===== src/rtl/bp_update_sequencer.sv =====
// -----------------------------------------------------------------------------
// bp_update_sequencer
//
// Walks a bank of N_WEIGHTS 32-bit weights. For each weight it reads the value
// from the weight store, shows it to the shared combinational update datapath,
// and writes the datapath result back. The update operands (bp, tm, td) are
// latched once per pass, so a single datapath instance serves the whole bank.
//
// Each weight takes three cycles: RD (address out), LAT (capture read data),
// WR (write datapath result). A DONE cycle closes the pass.
//
// Ports
//   clk, rst            clock (rising edge), asynchronous active-high reset
//   start               request one pass; only sampled in IDLE
//   abort               cancel the pass in progress (RD/LAT/WR only)
//   bp, tm, td          update operands, latched on an accepted start
//   w_addr              weight store address
//   w_rdata             weight store read data, valid 1 cycle after w_addr
//   w_we, w_wdata       weight store write enable / write data
//   dp_w, dp_bp,
//   dp_tm, dp_td        operands to the external update datapath
//   dp_wn               combinational result from the update datapath
//   busy                pass in progress (RD, LAT, WR, DONE)
//   done                one-cycle pulse while in DONE
//   err                 one-cycle pulse when start is rejected (td == 0)
//   pass_cnt            completed passes, wraps 65535 -> 0
// -----------------------------------------------------------------------------
module bp_update_sequencer #(
   parameter int N_WEIGHTS = 8,
   parameter int ADDR_W    = 3
) (
   input  logic              clk,
   input  logic              rst,
   input  logic              start,
   input  logic              abort,
   input  logic [31:0]       bp,
   input  logic [31:0]       tm,
   input  logic [31:0]       td,
   output logic [ADDR_W-1:0] w_addr,
   input  logic [31:0]       w_rdata,
   output logic              w_we,
   output logic [31:0]       w_wdata,
   output logic [31:0]       dp_w,
   output logic [31:0]       dp_bp,
   output logic [31:0]       dp_tm,
   output logic [31:0]       dp_td,
   input  logic [31:0]       dp_wn,
   output logic              busy,
   output logic              done,
   output logic              err,
   output logic [15:0]       pass_cnt
);

   typedef enum logic [2:0] {
      IDLE,
      RD,
      LAT,
      WR,
      DONE
   } state_t;

   localparam logic [ADDR_W-1:0] LAST_IDX = ADDR_W'(N_WEIGHTS - 1);

   state_t            state;
   logic [ADDR_W-1:0] idx;

   // The store address simply follows the weight index; it is meaningful in
   // RD (read request) and WR (write target).
   assign w_addr = idx;

   // Write strobe and data are decoded from state rather than registered so
   // that abort can suppress the write in the very cycle it is raised.
   // NOTE: every signal assigned in always_comb gets a default first, so no
   // path leaves it unassigned and no latch is inferred.
   always_comb begin
      w_we    = 1'b0;
      w_wdata = '0;
      if (state == WR) begin
         w_we    = ~abort;
         w_wdata = dp_wn;
      end
   end

   // NOTE: all sequential state uses non-blocking assignments so every
   // register samples pre-edge values, independent of statement order.
   always_ff @(posedge clk or posedge rst) begin
      if (rst) begin
         state    <= IDLE;
         idx      <= '0;
         dp_w     <= '0;
         dp_bp    <= '0;
         dp_tm    <= '0;
         dp_td    <= '0;
         busy     <= 1'b0;
         done     <= 1'b0;
         err      <= 1'b0;
         pass_cnt <= '0;
      end else begin
         // Pulses default low and are raised only on the cycle they apply.
         err  <= 1'b0;
         done <= 1'b0;

         case (state)
            IDLE: begin
               if (start) begin
                  if (td != '0) begin
                     dp_bp <= bp;
                     dp_tm <= tm;
                     dp_td <= td;
                     idx   <= '0;
                     busy  <= 1'b1;
                     state <= RD;
                  end else begin
                     // Division by zero downstream: reject, keep old operands.
                     err <= 1'b1;
                  end
               end
            end

            RD: begin
               if (abort) begin
                  busy  <= 1'b0;
                  state <= IDLE;
               end else begin
                  state <= LAT;
               end
            end

            LAT: begin
               if (abort) begin
                  busy  <= 1'b0;
                  state <= IDLE;
               end else begin
                  dp_w  <= w_rdata;
                  state <= WR;
               end
            end

            WR: begin
               if (abort) begin
                  busy  <= 1'b0;
                  state <= IDLE;
               end else if (idx == LAST_IDX) begin
                  done  <= 1'b1;
                  state <= DONE;
               end else begin
                  idx   <= idx + 1'b1;
                  state <= RD;
               end
            end

            DONE: begin
               // Abort has no effect here: the pass is already complete.
               pass_cnt <= pass_cnt + 16'd1;
               busy     <= 1'b0;
               state    <= IDLE;
            end

            default: begin
               busy  <= 1'b0;
               state <= IDLE;
            end
         endcase
      end
   end

endmodule


===== config.mk =====
export PLATFORM = sky130hd
export DESIGN_NAME = bp_update_sequencer
export DESIGN_NICKNAME = d
export VERILOG_FILES = /design/src/rtl/bp_update_sequencer.sv
export SDC_FILE = /design/constraint.sdc
export NUM_CORES = 1
export LEC_CHECK = 0
export BUFFER_PORTS_ARGS = -buffer_cell sky130_fd_sc_hd__clkbuf_2
export CORE_AREA = 2 2 133 135
export DETAILED_ROUTE_END_ITERATION = 10
export DIE_AREA = 0 0 135 137
export GPL_TIMING_DRIVEN = 0
export PLACE_DENSITY = 0.71
export SKIP_LAST_GASP = 1
export SYNTH_ARGS = -nofsm -noshare
export SYNTH_HDL_FRONTEND = slang
export SYNTH_SLANG_ARGS = --single-unit
export TNS_END_PERCENT = 50

===== constraint.sdc =====
create_clock -name clk -period 4.8 [get_ports clk]
set_input_delay 0.72 -clock clk [delete_from_list [all_inputs] [get_ports clk]]
set_output_delay 0.72 -clock clk [all_outputs]
set_load 0.01 [all_outputs]

==> impl_metrics.csv <==
group,metric,value,unit
critical_path,path_cells,"buf_2, nand2_1, nor2_1, clkbuf_1, and2_1, clkbuf_2",
route,dr_wl_met2,8060,um
route,via_per_inst,4.53,
critical_path,critical_path_class,"reg2out",
pwr,pwr-share-comb,37.7,%
timing,fin_ws,2080,ps
floorplanning,die_area,18500,um^2
timing,slew_headroom,37.3,%
pwr,leakagePower,4.71,nW
critical_path,worst-path-buf-inv,3,
synthesis,synthXorXnorAreaFrac,2.22,%
synthesis,synthArstFlopShare,100,%
synthesis,yosys_warnings,0,
timing,worst_pin_slew,938,ps
synthesis,synth_fp_nets,590,
clocking,cts_hold_buf,0,
synthesis,synth_cell_types,33,
route,top_layer_used,"met4",
timing,final-setup-viol-count,0,
grt,grt_start_max_net_pins,41,
timing,period_minus_slack,2720,ps
synthesis,seq_area_frac_synth,60.7,%
pwr,p_switching,0.00189,W
layout,drive_gt1_share,66.5,%
critical_path,r2r-start,"state[2]",
clocking,clk_pin_slew,70,ps
timing,tns,0,ps
critical_path,worstPathMaxFanout,10,
grt,grt_overflow_total,0,
clocking,cts_made_buffers,17,
grt,antenna_found_initial,0,
clocking,clockRootBuffer,"clkbuf_16",
grt,grt_usage,17.6,%
pwr,p_int,0.00387,W
critical_path,cp-end-kind,"output pin",
pwr,p_clk_share,24.7,%
floorplanning,io_pins,347,
synthesis,synth_area,6310,um^2
synthesis,synth_edf_count,0,
synthesis,synth-simple-area-share,8.58,%
route,met1_length,7070,um
worst_hold_path,hold_class,"in2async",
grt,grt_pass1_vias,4801,
floorplanning,core_area,17100,um^2
route,first_iter_violations,145,
timing,hold_viol_final,0,
route,route.met3.wl,1200,um
synthesis,netlist_instances,423,
synthesis,synthFlopType,"dfrtp_1",
clocking,cts.sink_count,153,
pwr,p_sw_share,32.8,%
layout,synthToLayoutAreaGrowth,43.0,%
layout,nets,958,
clocking,cts_post_setup_buffers_inserted,0,
critical_path,start_kind,"flip-flop",
clocking,cts_htree_levels,4,
job,maxCapViolCount,0,
route,ant_nets,0,
placed_design,pre_cts_slack,1730,ps
critical_path,critPathRequiredTime,4080,ps
grt,grt_first_pass_wirelength,25000,um
critical_path,cp_slowest_cell,"clkbuf_1",
pwr,peakVddDrop,0.000325,V
critical_path,cpPeakStageDelay,350,ps
clocking,cts.repair.resized,0,
synthesis,avgSynthCellArea,14.9,um^2
placed_design,numPortBuffers,345,
clocking,cts_buffer_depth,2,
critical_path,cpLargestDelayFamily,"buffers and inverters",
synthesis,synth_fa_ha_area_share,0.595,%
route,drc_errors,0,
synthesis,synth_compound_area_share,0.932,%
clocking,cts_tree,"done",
route,firstDrtPassIters,4,
critical_path,worstPathArrival,2000,ps
synthesis,synth_top_family_by_area,"multiplexers",
synthesis,synth.area.mux_share,24.7,%
pwr,powerDensity,637,nW/um^2
pwr,power_frac_seq,37.6,%
floorplanning,start_util,37.0,%
synthesis,yosys_register_bits,153,
timing,clock_skew,12.3,ps
floorplanning,rows,48,
timing,max_freq,368,MHz
timing,fin_crit_sh,56.6,%
clocking,insertion_delay,420,ps
critical_path,setup.worst_path.start,"state[0]",
timing,slew_violations,0,
timing,rsz0062_at_grt,"false",
layout,diodes,0,
floorplanning,die_y,137,um
placed_design,dp_hpwl,12900,um
status,status,"complete, no violations",
route,via_count,4666,
placed_design,gp_congestion,0.772,
route,drt_wl_total,16600,um
floorplanning,die_w,135,um
route,wl_per_cell,16.1,um
## stage by stage
| step | total power (W) | utilization [%] | instance area, um^2 | hold WS [ps] | cells |
|---|---|---|---|---|---|
| 2_1_floorplan | 0.00345 | - | 6310 | 504 | 423 |
| 3_3_place_gp | 0.00432 | 48.8 | 8320 | 458 | 993 |
| 3_5_place_dp | 0.00439 | 49.3 | 8400 | 463 | 997 |
| 4_1_cts | 0.00583 | 52.9 | 9030 | 290 | 1029 |
| 5_1_grt | 0.00609 | 52.9 | 9030 | 311 | 1029 |
| 6_report | 0.00575 | 52.9 | 9030 | 293 | 1029 |
## cell usage in the layout (no fill, tap or decap), types with 2 or more instances in the layout
cell / synthesis / routed
clkbuf_2: 0 / 345
dfrtp_1: 153 / 153
mux2_2: 100 / 100
and2_1: 35 / 35
mux2_4: 29 / 29
clkbuf_16: 0 / 17
buf_2: 12 / 12
nor2_1: 10 / 10
nor4_1: 9 / 9
xor2_1: 8 / 8
xnor2_1: 8 / 8
nand2_1: 8 / 8
inv_6: 0 / 7
nand4_1: 6 / 6
nor3_1: 6 / 6
inv_1: 6 / 5
clkbuf_1: 4 / 4
buf_6: 4 / 4
buf_12: 0 / 4
ha_1: 3 / 3
bufinv_16: 0 / 3
or2_1: 2 / 2
nand3_1: 2 / 2
nor3b_2: 2 / 2
clkinvlp_4: 0 / 2
nor2b_1: 2 / 2
a221o_1: 2 / 2
clkinv_4: 0 / 2
inv_8: 0 / 2
## cell type report
cell class	count	area, um^2
fillers	1496	8030
flip-flops and latches	153	3830
multi-input cells	244	2340
repair buffers	349	1810
clock buffers	17	425
well taps	225	282
clock inverters	15	199
plain buffers	20	120
inverters	6	26.3
## state kept, by name, summed over array words and instances, names as in the netlist
| name | cells |
|---|---|
| dp_w | 32 |
| done | 1 |
| dp_bp | 32 |
| err | 1 |
| state | 3 |
| busy | 1 |
| w_addr | 3 |
| dp_tm | 32 |
| pass_cnt | 16 |
| dp_td | 32 |
## power by group through the flow
stage               clock (W)  sequential, W  combinational, W
floorplan                   0        0.00243           0.00102
global placement            0        0.00216           0.00217
detailed placement          0        0.00219           0.00220
CTS                   0.00145        0.00217           0.00221
global route          0.00152        0.00223           0.00234
finish                0.00142        0.00217           0.00217
## cells in the mapped netlist (all sizes together) (3+ instances only)
cell | number | area, um^2
buf | 16 | 105
nor3 | 6 | 30.0
mux2 | 129 | 1560
inv | 6 | 22.5
nand4 | 6 | 37.5
dfrtp | 153 | 3830
nor2 | 10 | 37.5
xnor2 | 8 | 70.1
nor4 | 10 | 68.8
and2 | 35 | 219
xor2 | 8 | 70.1
nand2 | 8 | 30.0
or2 | 3 | 18.8
clkbuf | 4 | 15.0
ha | 3 | 37.5
## routing by layer
metal  global-route usage [%]  vias to the layer above
li1                         -                     2212
met1                     22.1                     2247
met2                     28.6                      185
met3                     6.11                       22
met4                     5.56                        0
met5                        0                        -
## logic make-up (layout without fill, tap and decap cells)
kind of cell             after synthesis  after routing
adder cells (fa/ha/maj)                3              3
XOR/XNOR                              16             16
buffers and inverters                 26            407
multiplexers                         129            129
AND/OR/NAND/NOR                       89             89
flip-flops                           153            153
AO/OA/AOI/OAI                          7              7
## worst paths after layout
check	end	slack (ps)	depth (start not counted)
setup reg to reg	dp_w[27]	2520	4
hold / removal	dp_tm[15]	290	2
min in group clk	pass_cnt[15]	470	1
max in group asynchronous	dp_w[12]	3690	4
hold reg to reg	pass_cnt[15]	470	1
setup / recovery	w_wdata[8]	2080	6
Power figures use the tool's default switching activity.
